### src/rtl/pi_shift_in_pkg.sv
// ---------------------------------------------------------------------------
// pi_shift_in_pkg
// Shared definitions for the Pi serial shift-in block: target select codes,
// byte and counter widths, and the FSM state encoding.
// ---------------------------------------------------------------------------
package pi_shift_in_pkg;

  localparam int BYTE_W = 8;
  // Counter is wide enough to count past a full byte so overruns are visible.
  localparam int CNT_W  = 4;

  localparam logic [1:0] SEL_RD = 2'd0;
  localparam logic [1:0] SEL_RC = 2'd1;

  typedef enum logic [1:0] {
    ST_IDLE  = 2'd0,
    ST_SHIFT = 2'd1,
    ST_FULL  = 2'd2,
    ST_OVER  = 2'd3
  } piState_t;

  // Only RD and RC are real targets; the other two codes are reserved.
  function automatic logic isKnownSel(input logic [1:0] sel);
    return (sel == SEL_RD) || (sel == SEL_RC);
  endfunction

endpackage

### src/rtl/sync2.sv
// ---------------------------------------------------------------------------
// sync2
// Two-flop synchronizer for a single asynchronous bit.
// Ports:
//   clk      - destination clock
//   reset_n  - asynchronous active-low reset, clears both flops
//   i_async  - asynchronous input bit
//   o_sync   - input bit resynchronized to clk
// ---------------------------------------------------------------------------
module sync2 (
  input  logic clk,
  input  logic reset_n,
  input  logic i_async,
  output logic o_sync
);

  logic r_meta;
  logic r_sync;

  always_ff @(posedge clk or negedge reset_n) begin
    if (!reset_n) begin
      r_meta <= 1'b0;
      r_sync <= 1'b0;
    end else begin
      r_meta <= i_async;
      r_sync <= r_meta;
    end
  end

  assign o_sync = r_sync;

endmodule

### src/rtl/pi_shift_in.sv
// ---------------------------------------------------------------------------
// pi_shift_in
// Receives bytes from the Pi over a three-wire serial link (shift clock, data,
// latch enable) plus a two-bit target select, and commits complete bytes to
// the RD or RC output register in the clk domain.
// Ports:
//   clk        - system clock
//   reset_n    - asynchronous active-low reset
//   r_clk      - Pi shift clock (asynchronous)
//   r_din      - Pi serial data, MSB first
//   r_le       - Pi latch enable (asynchronous), rising edge commits
//   r_sel      - target select: 0 = RD, 1 = RC, 2/3 reserved
//   rd_out     - RD byte register
//   rc_out     - RC byte register
//   rd_strobe  - one-cycle pulse when rd_out updates
//   rc_strobe  - one-cycle pulse when rc_out updates
//   frame_err  - sticky flag: the last latch attempt was malformed
// ---------------------------------------------------------------------------
module pi_shift_in
  import pi_shift_in_pkg::*;
(
  input  logic              clk,
  input  logic              reset_n,
  input  logic              r_clk,
  input  logic              r_din,
  input  logic              r_le,
  input  logic [1:0]        r_sel,
  output logic [BYTE_W-1:0] rd_out,
  output logic [BYTE_W-1:0] rc_out,
  output logic              rd_strobe,
  output logic              rc_strobe,
  output logic              frame_err
);

  logic             w_clkSync;
  logic             w_dinSync;
  logic             w_leSync;
  logic [1:0]       w_selSync;

  logic             r_clkPrev;
  logic             r_lePrev;
  logic             r_clkRise;
  logic             r_leRise;

  piState_t         r_state;
  piState_t         w_nextState;
  logic [CNT_W-1:0] r_bitCount;
  logic [BYTE_W-1:0] r_shift;

  logic             w_commitRd;
  logic             w_commitRc;
  logic             w_errSet;
  logic             w_errClr;

  sync2 u_syncClk  (.clk(clk), .reset_n(reset_n), .i_async(r_clk),    .o_sync(w_clkSync));
  sync2 u_syncDin  (.clk(clk), .reset_n(reset_n), .i_async(r_din),    .o_sync(w_dinSync));
  sync2 u_syncLe   (.clk(clk), .reset_n(reset_n), .i_async(r_le),     .o_sync(w_leSync));
  sync2 u_syncSel0 (.clk(clk), .reset_n(reset_n), .i_async(r_sel[0]), .o_sync(w_selSync[0]));
  sync2 u_syncSel1 (.clk(clk), .reset_n(reset_n), .i_async(r_sel[1]), .o_sync(w_selSync[1]));

  // Edge detectors: the rise pulse is registered, so each pulse lasts exactly
  // one clk cycle and the commit lands one edge after detection.
  always_ff @(posedge clk or negedge reset_n) begin
    if (!reset_n) begin
      r_clkPrev <= 1'b0;
      r_lePrev  <= 1'b0;
      r_clkRise <= 1'b0;
      r_leRise  <= 1'b0;
    end else begin
      r_clkPrev <= w_clkSync;
      r_lePrev  <= w_leSync;
      r_clkRise <= w_clkSync & ~r_clkPrev;
      r_leRise  <= w_leSync & ~r_lePrev;
    end
  end

  always_ff @(posedge clk or negedge reset_n) begin
    if (!reset_n) begin
      r_state <= ST_IDLE;
    end else begin
      r_state <= w_nextState;
    end
  end

  // Latch edges win over shift edges: a latch is judged on the state before
  // any coincident shift, and the coincident shift is thrown away. A clean
  // latch still commits in that case, but the collision is flagged as an error.
  always_comb begin
    w_nextState = r_state;
    w_commitRd  = 1'b0;
    w_commitRc  = 1'b0;
    w_errSet    = 1'b0;
    w_errClr    = 1'b0;
    if (r_leRise) begin
      w_nextState = ST_IDLE;
      if (r_state == ST_FULL && w_selSync == SEL_RD) begin
        w_commitRd = 1'b1;
      end else if (r_state == ST_FULL && w_selSync == SEL_RC) begin
        w_commitRc = 1'b1;
      end
      if (r_state == ST_FULL && isKnownSel(w_selSync) && !r_clkRise) begin
        w_errClr = 1'b1;
      end else begin
        w_errSet = 1'b1;
      end
    end else if (r_clkRise) begin
      case (r_state)
        ST_IDLE:  w_nextState = ST_SHIFT;
        ST_SHIFT: begin
          if (r_bitCount == CNT_W'(BYTE_W - 1)) begin
            w_nextState = ST_FULL;
          end
        end
        ST_FULL:  w_nextState = ST_OVER;
        ST_OVER:  w_nextState = ST_OVER;
        default:  w_nextState = ST_IDLE;
      endcase
    end
  end

  // Shift register and bit counter; the counter saturates so long overruns
  // can never wrap back into looking like a valid byte.
  always_ff @(posedge clk or negedge reset_n) begin
    if (!reset_n) begin
      r_shift    <= '0;
      r_bitCount <= '0;
    end else if (r_leRise) begin
      r_shift    <= '0;
      r_bitCount <= '0;
    end else if (r_clkRise) begin
      r_shift <= {r_shift[BYTE_W-2:0], w_dinSync};
      if (r_bitCount != {CNT_W{1'b1}}) begin
        r_bitCount <= r_bitCount + 1'b1;
      end
    end
  end

  // Output registers: byte and strobe are loaded on the same edge, and the
  // bytes hold between commits.
  always_ff @(posedge clk or negedge reset_n) begin
    if (!reset_n) begin
      rd_out    <= '0;
      rc_out    <= '0;
      rd_strobe <= 1'b0;
      rc_strobe <= 1'b0;
      frame_err <= 1'b0;
    end else begin
      rd_strobe <= w_commitRd;
      rc_strobe <= w_commitRc;
      if (w_commitRd) begin
        rd_out <= r_shift;
      end
      if (w_commitRc) begin
        rc_out <= r_shift;
      end
      if (w_errSet) begin
        frame_err <= 1'b1;
      end else if (w_errClr) begin
        frame_err <= 1'b0;
      end
    end
  end

endmodule

### config.mk
export PLATFORM = sky130hd
export DESIGN_NAME = pi_shift_in
export DESIGN_NICKNAME = d
export VERILOG_FILES = /design/src/rtl/pi_shift_in_pkg.sv /design/src/rtl/sync2.sv /design/src/rtl/pi_shift_in.sv
export SDC_FILE = /design/constraint.sdc
export NUM_CORES = 1
export LEC_CHECK = 0
export CORE_ASPECT_RATIO = 0.7
export CORE_MARGIN = 4
export CORE_UTILIZATION = 55
export DETAILED_ROUTE_END_ITERATION = 12
export DONT_BUFFER_PORTS = 1
export PLACE_DENSITY = 0.7
export REMOVE_ABC_BUFFERS = 1
export SETUP_SLACK_MARGIN = 0.05
export SYNTH_ARGS = -nofsm -noshare
export SYNTH_HDL_FRONTEND = slang
export SYNTH_SLANG_ARGS = --single-unit
### constraint.sdc
create_clock -name clk -period 3.05 [get_ports clk]
set_input_delay 0.61 -clock clk [delete_from_list [all_inputs] [get_ports clk]]
set_output_delay 0.61 -clock clk [all_outputs]
set_load 0.005 [all_outputs]
# ---- Word-level counts from Yosys, hierarchy flattened
# Cells that the tools add are included.
dict set report totals {
  ff_bits 47
  word_cells 68
}
dict set report classes {
  addsub 1
  n_eq_ne 7
  n_mux 20
  bitwise 4
  reduce_logical 14
}
# op count
set op_table {}
lappend op_table {{8-bit two-way mux} 2}
lappend op_table {{4-bit two-way mux} 3}
lappend op_table {{1-bit two-way mux} 11}
lappend op_table {{2-bit two-way mux} 3}
lappend op_table {{2-bit one-hot mux with 3 select lines} 1}
lappend op_table {{2-bit nonzero test} 3}
lappend op_table {{4-bit by 1-bit adder with 4-bit output, second input constant} 1}
lappend op_table {{2-bit by 1-bit equality test with 1-bit output, second input constant} 2}
lappend op_table {{2-bit equality test, second input constant} 2}
lappend op_table {{4-bit by 3-bit equality test with 1-bit output, second input constant} 1}
lappend op_table {{1-bit logical AND} 4}
lappend op_table {{2-bit zero test} 2}
lappend op_table {{4-bit != test, second input constant} 1}
lappend op_table {{2-bit AND reduction} 2}
lappend op_table {{3-bit != test, second input constant} 1}
lappend op_table {{1-bit AND} 2}
lappend op_table {{1-bit inverter} 2}
lappend op_table {{2-bit OR reduction} 1}
lappend op_table {{1-bit zero test} 1}
lappend op_table {{1-bit logical OR} 1}

# ---- Depth between registers and ports, before layout
dict set report logic_depth {
  word_depth 8
  depth_mapped 4
  ltp_nobuf 4
}

# ---- Hierarchy
# A second synthesis with hierarchy kept.
dict set report hier_totals {
  hier_cells 112
  hier_area_um2 1682.9
}
# mod instances cells_each area_each_um2
set modules_own_cells {}
lappend modules_own_cells {pi_shift_in 1 102 1432.6}
lappend modules_own_cells {sync2 5 2 50.0}

# ---- Least setup slack after synthesis
# Ideal clock, no wire load.
dict set report synth_path {
  path_type {reg-to-reg}
  startpoint {register r_state[0]}
  endpoint {register rd_out[0]}
  setup_time_ns 0.125
  arrival_time_ns 1.268
  t_required_ns 2.925
  path_slack_ns 1.657
  path_stages_with_launch 5
  n_path_buf 1
  synth_period_minus_slack_ns 1.393
  path_cell_list {dfrtp_1 -> nor3b_2 -> and3b_1 -> buf_6 -> mux2_2}
}
dict set report synth_via {
  elab_chain_cells 4
}
# element line_no
set synth_rtl {}
lappend synth_rtl {{start: declaration} pi_shift_in.sv:45} ;# piState_t r_state;
lappend synth_rtl {{start signal: assignment} pi_shift_in.sv:81} ;# r_state <= w_nextState;
lappend synth_rtl {{2-bit equality test} pi_shift_in.sv:96} ;# if (r_state == ST_FULL && w_selSync == SEL_RD) begin
lappend synth_rtl {{1-bit logical AND} pi_shift_in.sv:96}
lappend synth_rtl {{1-bit two-way mux} pi_shift_in.sv:96}
lappend synth_rtl {{1-bit two-way mux} pi_shift_in.sv:94} ;# if (r_leRise) begin
lappend synth_rtl {{net w_commitRd} pi_shift_in.sv:50} ;# logic w_commitRd;
lappend synth_rtl {{end signal: assignment} pi_shift_in.sv:151} ;# rd_out <= r_shift;
lappend synth_rtl {{end: declaration} pi_shift_in.sv:28} ;# output logic [BYTE_W-1:0] rd_out,
# The timed path passes the listed nets, and every way through them passes these cells.
# A chain may end at the register's enable or synchronous reset.

# ---- Final worst setup path
dict set report layout_path {
  startpoint {register r_leRise}
  endpoint {register rd_out[1]}
}
dict set report layout_via {
  elab_chain_cells 1
}
# element line_no
set layout_rtl {}
lappend layout_rtl {{start: declaration} pi_shift_in.sv:43} ;# logic r_leRise;
lappend layout_rtl {{start signal: assignment} pi_shift_in.sv:73} ;# r_leRise <= w_leSync & ~r_lePrev;
lappend layout_rtl {{1-bit two-way mux} pi_shift_in.sv:94}
# No other way between the ends.

==> impl_metrics.toml <==
[placement]
dp_cells = 144
gp_congestion = 0.7104
portBuffers = 0
dp_hpwl_um = 1695

[yosys]
ys_seq_area_share_pct = 69.89
synthCells = 112
synth_top_area_cell = "dfrtp_1"
ys.warnings.count = 0
synth_area_mm2 = 0.001683
avgSynthCellArea_um2 = 15.03
ys_types = 21
dominantRegCellSynth = "dfrtp_1"
synth.top_cell.area_share_pct = 69.89
netlist_top_cells_count = "47 x dfrtp_1, 17 x mux2_2, 12 x nor2_1, 9 x mux2i_1, 4 x inv_1"
synthArstFlopShare_pct = 100.0
yosys_register_bits = 47
synth.top_cells.by_area = "dfrtp_1 70%, mux2_2 11%, mux2i_1 5.4%"
yosysMostFrequentCell = "dfrtp_1"
synth_edf_count = 0

[drt]
wl_per_cell_um = 16.47
drt_pass1_iterations = 4
avgViaCountPerCell = 5.494
drc = 0
drt.antenna.violating_nets = 0
vias = 846
routed_wl_um = 2537
drt_iter0_markers = 22

[pwr]
p_int_mw = 0.9286
powerDensity_mw_per_mm2 = 628.3
p_clk_share_pct = 39.1
p_sw_mw = 0.2341
p_comb_share_pct = 3.6
seqPwrFrac_pct = 57.3
vdd.ir_drop.worst_mv = 0.4204
swShare_pct = 20.13
p_leak_nw = 0.9051

[critical_path]
cp_cell_sequence = "and3b_1 > mux2_2"
critical_path.slowest_cell = "dfrtp_1"
worst_ep_arrival_time_ns = 1.94
cp_top_family = "flip-flops"
critPathBufInv = 0
start_kind = "flip-flop"
worst_setup_path_end_kind = "flip-flop"
cp.required_ns = 3.23
critical_path.max_fanout = 20
path_class = "flip-flop to flip-flop"
worst_path_largest_cell_delay_ns = 0.74

[global_routing]
grt_max_degree = 38
gr-total-overflow = 0
track_usage_pct = 14.99
grt_pass1_vias = 854
antenna_found_initial = 0
grt_pass1_wl_um = 4243

[sta]
finalHoldViolations = 0
rsz0062_at_grt = "false"
clock.fmax_mhz = 568.1
setup_violations = 0
hold_ws_ns = 0.1442
fin_crit_ns = 1.760
final.setup.tns_ns = 0
slew_headroom_pct = 59.20
fin_skew_ns = 0.005837
finalCritPeriodShare_pct = 57.71
slew_violations = 0
tightest_slew_ns = 0.6120

[clocking]
cts_root_buf = "clkbuf_8"
clk_latency_ns = 0.29
htree_levels = 2
cts_buffers = 5
cts_tree = "built"
clockBufferDepth = 2
cts.clk_slew.worst_paths_ns = 0.08
cts_sinks = 47

[layout]
diodes = 0
final_nets = 125
post_layout_nonfiller_instances = 154
area_growth_pct = 9.963
layout-drive-gt1-share_pct = 23.73

[die]
core_area_mm2 = 0.002863
die_x_um = 74.12
fp.dieH_um = 54.28
start_util_pct = 58.78
rows = 16
ios = 26
dieArea_mm2 = 0.004023

[hold_path]
min_path_type = "primary input to async pin"

[outcome]
status = "finished clean"

[flow_run]
cap_violations = 0
-- layout make-up --
class	instances	area (um2)
timing repair buffer	2	30.03
clock buffer	6	82.58
inverter	4	15.01
clock inverter	2	35.03
tap	36	45.04
sequential	47	1176
fill	224	1012
multi-input combinational	57	466.7
-- final timing paths --
check | from | cells past startpoint | endpoint | slack (ns)
worst max register to register | r_leRise | 2 | rd_out[1] | 1.29
min in group clk | r_din | 0 | u_syncDin.r_meta | 0.34
max in group asynchronous | reset_n | 1 | rc_out[7] | 2.07
worst min register to register | u_syncSel1.r_meta | 0 | u_syncSel1.o_sync | 0.35
worst min-delay path | reset_n | 1 | r_clkRise | 0.14
worst max-delay path | r_leRise | 2 | rd_out[1] | 1.29
-- power by group through the flow --
stage,Sequential (mW),Combinational [mW],Clock (mW)
2_1_floorplan,0.672,0.0242,0
3_3_place_gp,0.677,0.0262,0
3_5_place_dp,0.678,0.0279,0
4_1_cts,0.666,0.0441,0.471
5_1_grt,0.670,0.0500,0.496
6_report,0.666,0.0421,0.455
-- placed cells by master, fill, tap and decap left out, types with 2 or more instances in the layout --
cell type	synthesis	routed
nor2_1	12	12
a31oi_1	2	2
mux2_2	17	17
mux2i_1	9	9
clkbuf_8	0	6
nor3_1	2	2
dfrtp_1	47	47
inv_1	4	4
nand2b_1	2	2
a21oi_1	2	2
nor2b_1	3	3
-- logic make-up (layout without fill, tap and decap cells) --
kind of cell / count (synthesis) / count (layout) / share of synthesized area [%]
fa+ha+maj: 1 / 1 / 0.7434
buf+inv: 8 / 14 / 2.379
compound gates: 6 / 6 / 2.305
mux: 26 / 26 / 16.73
simple gates: 24 / 24 / 7.955
flops: 47 / 47 / 69.89
-- flip-flops by register name (all words and copies together), names as in the netlist --
register / cells
r_state: 2
u_syncSel1.o_sync: 1
u_syncDin.o_sync: 1
u_syncSel0.o_sync: 1
u_syncSel0.r_meta: 1
r_lePrev: 1
u_syncClk.r_meta: 1
frame_err: 1
r_bitCount: 4
u_syncSel1.r_meta: 1
rd_strobe: 1
rd_out: 8
u_syncLe.r_meta: 1
r_leRise: 1
r_clkPrev: 1
rc_out: 8
r_shift: 8
u_syncClk.o_sync: 1
r_clkRise: 1
u_syncDin.r_meta: 1
rc_strobe: 1
u_syncLe.o_sync: 1
-- routing by layer --
metal	GRT usage [%]	up-vias	wire, um
met3	6.055	4	191
met4	7.229	0	38
met1	19.25	431	1168
met5	0	-	0
met2	22.35	23	1139
li1	-	388	-
-- what timing repair did --
item,4_1_cts,5_1_grt
hold buffers,2,0
hold endpoints to repair,37,0
resized for setup,0,0
buffers inserted,0,0
endpoints found under the setup margin,0,0
-- metrics by stage --
step / utilization (%) / setup slack [ns] / cell area, um2 / total power [mW]
detailed placement: 59.48 / 1.283 / 1703 / 0.7064
floorplan: - / 1.576 / 1658 / 0.6962
global route: 64.64 / 1.166 / 1851 / 1.216
global placement: 59.48 / 1.383 / 1703 / 0.7029
finish: 64.64 / 1.290 / 1851 / 1.163
CTS: 64.64 / 1.273 / 1851 / 1.181
No activity file was read; power rests on OpenSTA's default activity.
